[config.mk]
export PLATFORM = sky130hd
export DESIGN_NAME = truth_table_engine
export DESIGN_NICKNAME = d
export VERILOG_FILES = /design/src/rtl/truth_table_engine.sv
export SDC_FILE = /design/constraint.sdc
export NUM_CORES = 1
export LEC_CHECK = 0
export CAP_MARGIN = 25
export CELL_PAD_IN_SITES_DETAIL_PLACEMENT = 1
export CELL_PAD_IN_SITES_GLOBAL_PLACEMENT = 1
export CORE_MARGIN = 3
export CORE_UTILIZATION = 52
export DETAILED_ROUTE_END_ITERATION = 16
export PLACE_DENSITY_LB_ADDON = 0.1
export SLEW_MARGIN = 40
export SYNTH_ARGS = -nofsm -noshare
export SYNTH_HDL_FRONTEND = slang
export SYNTH_SLANG_ARGS = --single-unit
[constraint.sdc]
create_clock -name clk -period 6.68 [get_ports clk]
set_input_delay 1.002 -clock clk [delete_from_list [all_inputs] [get_ports clk]]
set_output_delay 1.002 -clock clk [all_outputs]
set_load 0.02 [all_outputs]
[src/rtl/truth_table_engine.sv]
// Programmable 2^IN_W x OUT_W truth table with eval and sweep readout.
// Optional macro TTE_PARITY_EN adds a registered res_par output.
module truth_table_engine #(
  parameter int IN_W  = 4,
  parameter int OUT_W = 5
) (
  input  logic             clk,
  input  logic             rst_n,
  input  logic             prog_we,
  input  logic [IN_W-1:0]  prog_addr,
  input  logic [OUT_W-1:0] prog_data,
  input  logic             eval_valid,
  input  logic [IN_W-1:0]  eval_in,
  output logic             eval_ready,
  input  logic             sweep_start,
  output logic             sweep_busy,
  output logic             sweep_done,
  output logic             res_valid,
  input  logic             res_ready,
  output logic [IN_W-1:0]  res_addr,
`ifdef TTE_PARITY_EN
  output logic [OUT_W-1:0] res_data,
  output logic             res_par
`else
  output logic [OUT_W-1:0] res_data
`endif
);

  localparam int ROWS = 1 << IN_W;

  typedef enum logic {IDLE, SWEEP} state_t;

  state_t           state;
  state_t           state_nx;
  logic [IN_W:0]    cnt;
  logic [IN_W:0]    cnt_nx;
  logic [OUT_W-1:0] tbl [ROWS];

  logic             slot_free;
  logic             eval_fire;
  logic             sweep_load;
  logic             last_take;
  logic             load;
  logic [IN_W-1:0]  ld_addr;
  logic [OUT_W-1:0] ld_data;

  assign sweep_busy = (state == SWEEP);

  always_comb begin
    slot_free  = !res_valid || res_ready;
    eval_ready = rst_n && (state == IDLE)
                 && !sweep_start && slot_free;
    eval_fire  = eval_valid && eval_ready;
    sweep_load = (state == SWEEP) && slot_free
                 && !cnt[IN_W];
    // counter parked at ROWS means the held row is the last one
    last_take  = (state == SWEEP) && cnt[IN_W]
                 && res_valid && res_ready;
    load       = eval_fire || sweep_load;
    ld_addr    = eval_in;
    unique case (1'b1)
      sweep_load: ld_addr = cnt[IN_W-1:0];
      default:    ld_addr = eval_in;
    endcase
    ld_data    = tbl[ld_addr];
  end

  always_comb begin
    state_nx = state;
    cnt_nx   = cnt;
    unique case (state)
      IDLE: begin
        if (sweep_start) begin
          state_nx = SWEEP;
          cnt_nx   = '0;
        end
      end
      SWEEP: begin
        if (sweep_load) cnt_nx = cnt + 1'b1;
        if (last_take)  state_nx = IDLE;
      end
      default: state_nx = IDLE;
    endcase
  end

  always_ff @(posedge clk) begin
    if (!rst_n) begin
      state      <= IDLE;
      cnt        <= '0;
      res_valid  <= 1'b0;
      res_addr   <= '0;
      res_data   <= '0;
      sweep_done <= 1'b0;
      for (int i = 0; i < ROWS; i++) tbl[i] <= '0;
    end else begin
      state      <= state_nx;
      cnt        <= cnt_nx;
      sweep_done <= last_take;
      // read of ld_data sees the old row, so eval is read-before-write
      if (prog_we && state == IDLE) tbl[prog_addr] <= prog_data;
      if (load) begin
        res_valid <= 1'b1;
        res_addr  <= ld_addr;
        res_data  <= ld_data;
      end else if (res_valid && res_ready) begin
        res_valid <= 1'b0;
      end
    end
  end

`ifdef TTE_PARITY_EN
  always_ff @(posedge clk) begin
    if (!rst_n)    res_par <= 1'b0;
    else if (load) res_par <= ^ld_data;
  end
`endif

endmodule

======== After elaboration in Yosys (flattened, before gate mapping) ========
Memories as Yosys holds them, arrays and structs flattened. A register that Yosys moved wholly into a read port is not among the register bits.
Index checks and enable logic that the tools add are counted.
storage, ports and cells
  bits in registers ....................... 12
  output and inout bits ................... 13
  memories ................................ 1
  bits in writable memories ............... 80
memory list
  name  depth  bits a word  rd ports  clocked after memory_dff  wr ports  RTL line  RTL
  tbl   16     5            1         1                         16        37        logic [OUT_W-1:0] tbl [ROWS];
cells by class
  muxes and demuxes ....................... 16
  bitwise operators ....................... 1
  eq/ne operators ......................... 2
  reduce and logical (&&, ||, !) cells .... 20
  $add $sub $neg .......................... 1
operators by type and width
  kind                                           count
  2-to-1 mux 5 bit                               3
  logical AND 1 bit                              11
  one-hot mux 5 bit (2 select lines)             1
  2-to-1 mux 1 bit                               9
  2-to-1 mux 4 bit                               2
  adder 5 x 1 -> 5 bit, second input constant    1
  OR reduction 5 bit                             1
  logical NOT 1 bit                              4
  logical OR 1 bit                               2
  != test 2 x 1 -> 1 bit, second input constant  1
  != test 2 bit, second input constant           1
  one-hot mux 1 bit (2 select lines)             1
  AND reduction 2 bit                            1
  nonzero test 2 bit                             1
  inverter 1 bit                                 1

======== Depth between registers and ports, before layout ========
Gate-level depths: netlist of the first run.
  depth in word-level cells ............... 7
  mapped depth ............................ 8
  gate-level depth less buffers ........... 6

======== Worst setup path before layout of the first run ========
No wires, ideal clock.
  kind .................................... input -> register
  start point ............................. input rst_n
  end point ............................... memory tbl[2][0] (enable)
  slack ................................... 3.879 ns
  required time ........................... 6.364 ns
  cell stages on the path ................. 6
  arrival ................................. 2.485 ns
  library setup time ...................... 0.316 ns
  path buffers ............................ 2
  cell sequence ........................... buf_2 nand2_1 or4b_2 clkbuf_1 nor3_1 nand2b_1
RTL lines
  what         RTL line  RTL
  from (decl)  8         input logic rst_n,
  to (decl)    37

======== Worst setup path in the final report of the first run ========
  start point ............................. input rst_n
  end point ............................... output eval_ready
on the way
  word-level cells in the longest chain between the ends .. 3
RTL lines
  what                             RTL line  RTL
  logical AND 1 bit                51        eval_ready = rst_n && (state == IDLE)
  logical AND 1 bit (2 in series)  52        && !sweep_start && slot_free;
  to (decl)                        14        output logic eval_ready,
Every way passes these cells.

==> flow_metrics.py, run 1 <==
metrics = {
    "status": {
        "status": "completed",
    },
    "floorplanning": {
        "die_x_um": 101,
        "start_util": 0.538,
        "fp.dieArea_mm2": 0.0102,
        "die_h_um": 101,
        "placementRows": 34,
        "core_area_mm2": 0.00876,
        "io_pins": 32,
    },
    "yosys": {
        "yosys_warnings": 0,
        "ys_types": 44,
        "synth_top_area_frac": 0.509,
        "syn_nets": 394,
        "synthTopCellsByArea": "edfxtp_1 (51%), and2_1 (11%), dfxtp_1 (7.2%)",
        "avgSynthCellArea_um2": 12.6,
        "seq_area_frac_synth": 0.582,
        "synthFlopType": "edfxtp_1",
        "synthSimpleGateAreaFrac": 0.218,
        "synth-xor-area-share": 0.00371,
        "synth-adder-area-share": 0.00265,
        "synth_compound_area_frac": 0.0685,
        "synth_area_mm2": 0.00472,
        "synth_cells": 374,
        "synth_edf_count": 80,
        "yosysTopAreaCell": "edfxtp_1",
        "ys_seq_elements": 97,
        "synth-async-reset-ratio": 0,
        "synth_top_family_by_area": "simple AND/OR/NAND/NOR gates",
        "muxShareOfSynthArea": 0.102,
    },
    "sta": {
        "timing.setup.tns_ns": 0,
        "finClkSkew_ns": 0.0109,
        "final_max_slew_viol_count": 0,
        "fin_crit_ns": 3.95,
        "post-route-period-util": 0.591,
        "setup_ws_ns": 2.73,
        "tightest_slew_ns": 0.842,
        "finalSetupViolations": 0,
        "slew_headroom": 0.426,
        "hold_viol_final": 0,
        "fmax_mhz": 253,
        "rsz0062_at_grt": "false",
    },
    "cells_and_area": {
        "multi_input_area_mm2": 0.00187,
        "syn2layout_area_growth_pct": 11.5,
        "utilization": 0.600,
        "num-nets-final": 415,
        "ff_latch_area_mm2": 0.00274,
        "instances_no_fill": 508,
        "diodes": 0,
        "fillers": 875,
        "drive_gt1_frac": 0.113,
    },
    "clock_network": {
        "cts_tree": "yes",
        "cts.sink_count": 97,
        "htree_levels": 3,
        "clockRootBuffer": "clkbuf_8",
        "clock_path_buffers": 2,
        "cts-resized-gates": 0,
        "cts_setup_buffers": 0,
        "cts_buffers": 9,
        "clock_latency_ns": 0.36,
        "clkSlewWorstSetupHoldPaths_ns": 0.10,
        "cts_hold_buf": 0,
    },
    "power_and_ir_drop": {
        "total_power_w": 0.00121,
        "ir_drop_mv": 0.115,
        "leakagePower_nw": 1.86,
        "p_per_area_mw_per_mm2": 230,
    },
    "worst_setup_path": {
        "reg2regPathDepth": 6,
        "crit_fanout": 19,
        "startpoint_type": "primary input",
        "worstSetupEndpointType": "output port",
        "r2r_start": "sweep_busy",
        "critPathKind": "in2out",
        "arrival_ns": 2.94,
        "cp_data_required_time_ns": 5.68,
        "r2r_setup_slack_ns": 3.81,
        "r2r_end": "res_data[3]",
    },
    "worst_hold_path": {
        "min_to": "res_data[1]",
        "min_path_cells": 2,
        "hold_class": "reg2reg",
        "hold_start": "res_data[1]",
    },
    "place": {
        "gp_congestion": 0.829,
        "dpl.hpwl_um": 8610,
        "place_inst": 492,
        "pre_cts_ws_ns": 2.75,
        "port_buffers": 31,
    },
    "global_route": {
        "track_usage": 0.244,
        "grt_max_degree": 22,
        "grt_pass1_vias": 3280,
        "grt_first_pass_wirelength_um": 18500,
        "gr-total-overflow": 0,
        "antenna_found_initial": 0,
    },
    "drt": {
        "routedWlPerCell_um": 23.1,
        "vias": 3057,
        "drcViolationCount": 0,
        "postRouteAntennaNets": 0,
        "vias_per_cell": 6.02,
        "wirelength_um": 11700,
        "drt-initial-drc-count": 240,
        "first_pass_iters": 4,
    },
    "run": {
        "drv_cap": 0,
    },
}
[cells in the final DEF, fill, tap and decap left out, drive strengths merged, types with 2 or more instances in the layout]
| cell type | Yosys | final |
|---|---|---|
| a211oi | 8 | 8 |
| a21oi | 6 | 6 |
| a22oi | 13 | 13 |
| a311oi | 2 | 2 |
| and2 | 80 | 80 |
| and3 | 4 | 4 |
| clkbuf | 15 | 10 |
| clkdlybuf4s50 | 0 | 31 |
| dfxtp | 17 | 17 |
| edfxtp | 80 | 80 |
| inv | 1 | 5 |
| mux2 | 4 | 4 |
| mux2i | 5 | 5 |
| mux4 | 16 | 16 |
| nand2 | 14 | 14 |
| nand2b | 17 | 17 |
| nand3 | 16 | 16 |
| nand4 | 2 | 2 |
| nor2 | 29 | 29 |
| nor2b | 2 | 2 |
| nor3 | 7 | 7 |
| o2111ai | 2 | 2 |
| o21ai | 15 | 15 |
| xor2 | 2 | 2 |
[routing by layer]
metal	share of wire	up-vias	global-route usage
met5	0	-	0
met4	0.013	0	0.0665
met3	0.065	14	0.0386
met2	0.50	97	0.407
met1	0.42	1530	0.333
li1	-	1416	-
[state kept, by name, indices dropped and copies added (netlist names)]
register    cells
res_data        5
sweep_busy      1
cnt             5
sweep_done      1
tbl            80
res_addr        4
res_valid       1
[critical path, stage by stage]
cell and delay [ns]:
clkdlybuf4s50_1 0.79, buf_4 0.33, and3_1 0.20, clkdlybuf4s50_1 0.61
[through the flow]
step | area (um^2) | hold WS (ns)
floorplan | 4720 | 0.523
global placement | 5060 | 0.475
detailed placement | 5070 | 0.483
CTS | 5260 | 0.497
global route | 5260 | 0.523
finish | 5260 | 0.498
[kinds of logic (layout without fill, tap and decap cells)]
group                    count (synthesis)  in the layout
AND/OR/NAND/NOR                        178            178
flip-flops                              97             97
AO/OA/AOI/OAI                           48             48
multiplexers                            25             25
buffers and inverters                   23             49
XOR/XNOR                                 2              2
adder cells (fa/ha/maj)                  1              1
[synth_stat cells (all sizes together), types with 2 or more instances]
cell,count
a211oi,8
a21oi,6
a22oi,13
a311oi,2
and2,80
and3,4
buf,7
clkbuf,15
dfxtp,17
edfxtp,80
mux2,4
mux2i,5
mux4,16
nand2,14
nand2b,17
nand3,16
nand4,2
nor2,29
nor2b,2
nor3,7
o2111ai,2
o21ai,15
xor2,2
[where the power goes]
part	total [W]	leakage (nW)	internal [W]	switching [W]
Clock	0.000365	0.0941	0.000150	0.000214
Sequential	0.000697	0.951	0.000681	0.0000161
Combinational	0.000147	0.820	0.0000616	0.0000851
Total	0.00121	1.86	0.000893	0.000316
[how the worst max path moves through the flow]
stage / from / endpoint / slack, ns / cells past startpoint
CTS: rst_n / eval_ready / 2.78 / 4
finish: rst_n / eval_ready / 2.73 / 4
detailed placement: res_ready / res_data[3] / 2.75 / 7
global placement: res_ready / res_data[2] / 2.51 / 7
global route: rst_n / eval_ready / 2.70 / 4
floorplan: rst_n / tbl[2][0] / 3.88 / 6
[layout make-up]
class,count,area share
Clock buffer,10,0.0262
Clock inverter,6,0.00905
Inverter,1,0.000714
Multi-Input combinational cell,254,0.356
Sequential cell,97,0.522
Tap cell,108,0.0257
Timing Repair Buffer,32,0.0605
Power figures use the tool's default switching activity.
==> run 2: changes to the inputs <==
Settings changed: CORE_UTILIZATION 52 to 44.
Clock period 6.68 ns to 3.6 ns, I/O delays scaled along.
==> flow_metrics.py, run 2 (synthesis gave the netlist of run 1 again) <==
metrics = {
    "status": {
        "status": "completed",
    },
    "place": {
        "dpl.hpwl_um": 8570,
        "gp_congestion": 0.768,
        "port_buffers": 31,
    },
    "worst_setup_path": {
        "path_cells": "clkdlybuf4s50_1 -> buf_4 -> and3_1 -> clkdlybuf4s50_1",
        "crit_top_cell": "clkdlybuf4s50_1",
        "critPathKind": "in2out",
        "cp_data_required_time_ns": 3.06,
        "startpoint_type": "primary input",
        "crit_fanout": 24,
        "slowest_stage": "clkdlybuf4s50_1",
        "arrival_ns": 2.32,
        "critPathMaxStageDelay_ns": 0.62,
        "worstSetupEndpointType": "output port",
    },
    "cells_and_area": {
        "drive_gt1_frac": 0.116,
        "diodes": 0,
        "regMostFlops": "tbl",
        "utilization": 0.511,
        "num-nets-final": 422,
        "top_regs": "tbl: 80 flops, cnt: 5 flops, res_data: 5 flops",
        "final_cell_mix": "and2_1 (80), edfxtp_1 (80), clkdlybuf4s50_1 (31)",
        "largest_register_ffs": 80,
        "syn2layout_area_growth_pct": 12.4,
    },
    "sta": {
        "slew_headroom": 0.462,
        "rsz0062_at_grt": "false",
        "hold_viol_final": 0,
        "finalSetupViolations": 0,
        "fin_crit_ns": 2.86,
        "whs_ns": 0.484,
        "final_max_slew_viol_count": 0,
        "fmax_mhz": 349,
        "tightest_slew_ns": 0.799,
        "post-route-period-util": 0.795,
        "finClkSkew_ns": 0.0133,
        "timing.setup.tns_ns": 0,
    },
    "global_route": {
        "grt_pass1_vias": 3183,
        "gr-total-overflow": 0,
        "track_usage": 0.213,
        "antenna_found_initial": 0,
        "grt_first_pass_wirelength_um": 18400,
        "grt_max_degree": 25,
    },
    "drt": {
        "vias_per_cell": 5.55,
        "drcViolationCount": 0,
        "wirelength_um": 11700,
        "routedWlPerCell_um": 21.6,
        "vias": 3009,
        "postRouteAntennaNets": 0,
        "first_pass_iters": 4,
        "drt-initial-drc-count": 187,
    },
    "floorplanning": {
        "die_h_um": 110,
        "placementRows": 37,
        "core_area_mm2": 0.0104,
        "io_pins": 32,
        "die_x_um": 110,
        "start_util": 0.455,
        "fp.dieArea_mm2": 0.0120,
    },
    "run": {
        "drv_cap": 0,
    },
    "power_and_ir_drop": {
        "p_int_w": 0.00162,
        "power.share.sequential": 0.595,
        "ir_drop_mv": 0.164,
        "combPwrFrac": 0.126,
        "swShare": 0.254,
        "leakagePower_nw": 1.88,
        "clock_power_share": 0.279,
        "switchingPower_w": 0.000552,
        "p_per_area_mw_per_mm2": 410,
    },
    "clock_network": {
        "cts_hold_buf": 0,
        "clockRootBuffer": "clkbuf_8",
        "clkSlewWorstSetupHoldPaths_ns": 0.09,
        "cts_tree": "yes",
        "htree_levels": 3,
        "cts-resized-gates": 0,
        "clock_path_buffers": 2,
        "clock_latency_ns": 0.36,
        "cts_buffers": 9,
        "cts_setup_buffers": 0,
        "cts.sink_count": 97,
    },
    "worst_hold_path": {
        "hold_class": "reg2reg",
    },
}
run 2: cell types whose count changed in the layout (fill, tap and decap cells not counted), sizes merged:
cell,previous run,this run
inv,5,1
buf,1,8
clkinv,1,4
run 2: metal layers:
metal,global-route usage,part of all wire
met1,0.284,0.44
met4,0.0641,0.016
met5,0,0
met3,0.0452,0.060
met2,0.351,0.48
run 2: final cells by class:
type / count / area [um^2]
Fill cell: 1083 / 5070
Sequential cell: 97 / 2740
Multi-Input combinational cell: 254 / 1860
Timing Repair Buffer: 39 / 370
Tap cell: 136 / 170
Clock buffer: 10 / 128
Clock inverter: 5 / 23.8
Inverter: 1 / 3.75
run 2: final timing paths:
| kind | startpoint | to | slack [ns] | cells past startpoint |
|---|---|---|---|---|
| hold / removal | res_data[2] | res_data[2] | 0.48 | 2 |
| setup / recovery | rst_n | eval_ready | 0.74 | 4 |
| hold reg to reg | res_data[2] | res_data[2] | 0.48 | 2 |
| setup reg to reg | sweep_busy | res_data[1] | 0.85 | 7 |
run 2: through the flow:
step	power [W]	instance area [um^2]	cells	setup WS, ns
3_3_place_gp	0.00159	5150	527	0.636
5_1_grt	0.00226	5300	542	0.630
2_1_floorplan	0.00148	4720	374	1.26
4_1_cts	0.00220	5300	542	0.723
3_5_place_dp	0.00160	5150	527	0.567
6_report	0.00217	5300	542	0.739
run 2: power groups by stage:
stage	clock network, W	logic, W	registers, W
floorplan	0	0.000161	0.00132
global placement	0	0.000272	0.00132
detailed placement	0	0.000277	0.00132
CTS	0.000628	0.000278	0.00129
global route	0.000663	0.000301	0.00130
finish	0.000607	0.000273	0.00129
run 2: critical path: cells and delay by family:
family / cells / cell delay (ns)
and+or+nand+nor: 1 / 0.20
buffers and inverters: 3 / 1.57
==> run 3: changes to the inputs <==
Clock period 3.6 ns to 2.6 ns, I/O delays scaled along.
==> flow_metrics.py, run 3 (synthesis gave the netlist of run 1 again) <==
metrics = {
    "worst_setup_path": {
        "arrival_ns": 2.10,
        "reg2regPathDepth": 7,
        "crit_top_cell": "clkdlybuf4s50_1",
        "cp.buffers_inverters": 3,
        "cp_data_required_time_ns": 2.21,
        "crit_end": "eval_ready",
        "r2r_start": "cnt[4]",
        "startpoint_type": "primary input",
        "slowest_stage": "clkdlybuf4s50_1",
        "startpoint": "res_ready",
        "path_depth": 5,
        "crit_family": "buffers and inverters",
        "worstSetupEndpointType": "output port",
        "r2r_end": "res_data[2]",
        "critPathKind": "in2out",
        "path_cells": "clkdlybuf4s50_1 -> nand2b_1 -> buf_4 -> and3_1 -> clkdlybuf4s50_1",
        "critPathMaxStageDelay_ns": 0.59,
        "crit_fanout": 11,
        "r2r_setup_slack_ns": 0.42,
    },
    "drt": {
        "vias_per_cell": 5.63,
        "routedWlPerCell_um": 21.8,
        "postRouteAntennaNets": 0,
        "vias": 3224,
        "drt-initial-drc-count": 275,
        "drcViolationCount": 0,
        "first_pass_iters": 4,
        "wirelength_um": 12500,
    },
    "worst_hold_path": {
        "hold_class": "reg2reg",
    },
    "sta": {
        "hold_viol_final": 0,
        "final_max_slew_viol_count": 0,
        "slew_headroom": 0.525,
        "rsz0062_at_grt": "false",
        "finalSetupViolations": 0,
        "post-route-period-util": 0.959,
        "finClkSkew_ns": 0.0100,
        "tightest_slew_ns": 0.710,
        "whs_ns": 0.500,
        "fmax_mhz": 401,
        "timing.setup.tns_ns": 0,
        "fin_crit_ns": 2.49,
    },
    "clock_network": {
        "cts_buffers": 9,
        "clockRootBuffer": "clkbuf_8",
        "htree_levels": 3,
        "cts_tree": "yes",
        "clock_latency_ns": 0.38,
        "cts_hold_buf": 0,
        "clkSlewWorstSetupHoldPaths_ns": 0.09,
        "cts_setup_buffers": 0,
        "clock_path_buffers": 2,
        "cts-resized-gates": 0,
        "cts.sink_count": 97,
    },
    "floorplanning": {
        "die_x_um": 110,
        "start_util": 0.455,
        "fp.dieArea_mm2": 0.0120,
        "die_h_um": 110,
        "placementRows": 37,
        "core_area_mm2": 0.0104,
        "io_pins": 32,
    },
    "run": {
        "drv_cap": 0,
    },
    "cells_and_area": {
        "fillers": 1094,
        "largest_register_ffs": 80,
        "ff_latch_area_mm2": 0.00274,
        "num-nets-final": 453,
        "top_regs": "tbl: 80 flops, cnt: 5 flops, res_data: 5 flops",
        "multi_input_area_mm2": 0.00186,
        "design_area_mm2": 0.00560,
        "final_cell_mix": "and2_1 (80), edfxtp_1 (80), buf_4 (37)",
        "regMostFlops": "tbl",
        "syn2layout_area_growth_pct": 18.8,
        "drive_gt1_frac": 0.185,
        "diodes": 0,
        "instances_no_fill": 573,
    },
    "power_and_ir_drop": {
        "ir_drop_mv": 0.344,
        "total_power_w": 0.00321,
        "leakagePower_nw": 2.06,
        "p_per_area_mw_per_mm2": 574,
    },
    "global_route": {
        "grt_pass1_vias": 3357,
        "antenna_found_initial": 0,
        "gr-total-overflow": 0,
        "grt_max_degree": 22,
        "track_usage": 0.228,
        "grt_first_pass_wirelength_um": 19600,
    },
    "place": {
        "place_inst": 558,
        "dpl.hpwl_um": 9340,
        "place_area_mm2": 0.00541,
        "port_buffers": 31,
        "gp_congestion": 0.822,
    },
    "status": {
        "status": "completed",
    },
}
## run 3: changes by cell type in the layout (fill, tap and decap cells not counted)
cell | before | now
buf_12 | 0 | 2
inv_6 | 0 | 2
o21ai_0 | 12 | 14
buf_4 | 8 | 37
o21ai_1 | 2 | 0
clkinv_2 | 1 | 0
clkinv_4 | 0 | 2
clkinv_1 | 3 | 0
clkinvlp_4 | 1 | 0
bufinv_16 | 0 | 1
## run 3: worst min-delay path, stage by stage (launching register included)
cell	delay, ns
dfxtp_1	0.33
nand3_1	0.07
nand3_1	0.05
## run 3: routing by layer
| layer | track usage | up-vias | part of all wire |
|---|---|---|---|
| met5 | 0 | - | 0 |
| li1 | - | 1490 | - |
| met2 | 0.371 | 70 | 0.48 |
| met3 | 0.0540 | 14 | 0.047 |
| met4 | 0.0623 | 0 | 0.014 |
| met1 | 0.307 | 1650 | 0.46 |
## run 3: where the power goes
group / switching, W / total [W] / leakage [nW] / internal (W)
combinational: 0.000226 / 0.000423 / 1.01 / 0.000197
clock: 0.000547 / 0.000998 / 0.0973 / 0.000450
sequential: 0.0000435 / 0.00179 / 0.951 / 0.00175
total: 0.000817 / 0.00321 / 2.06 / 0.00240
## run 3: area by class of cell
type / instances / area share
Clock inverter: 5 / 0.0116
Multi-Input combinational cell: 254 / 0.333
Clock buffer: 10 / 0.0228
Sequential cell: 97 / 0.490
Timing Repair Buffer: 70 / 0.112
Tap cell: 136 / 0.0304
Inverter: 1 / 0.000670
## run 3: metrics by stage
stage,setup slack (ns),utilization
6_report,0.107,0.540
5_1_grt,0.0590,0.540
3_5_place_dp,-0.0615,0.521
4_1_cts,0.113,0.540
2_1_floorplan,0.354,-
3_3_place_gp,-0.00574,0.521
## run 3: worst min-delay path by stage
stage / slack [ns] / cells past startpoint / to / from
after detailed placement: 0.49 / 2 / res_data[4] / res_data[4]
after floorplan: 0.52 / 2 / cnt[3] / cnt[3]
after CTS: 0.50 / 2 / res_data[4] / res_data[4]
after global routing: 0.53 / 2 / res_data[4] / res_data[4]
after global placement: 0.48 / 2 / res_data[2] / res_data[2]
final: 0.50 / 2 / res_data[4] / res_data[4]
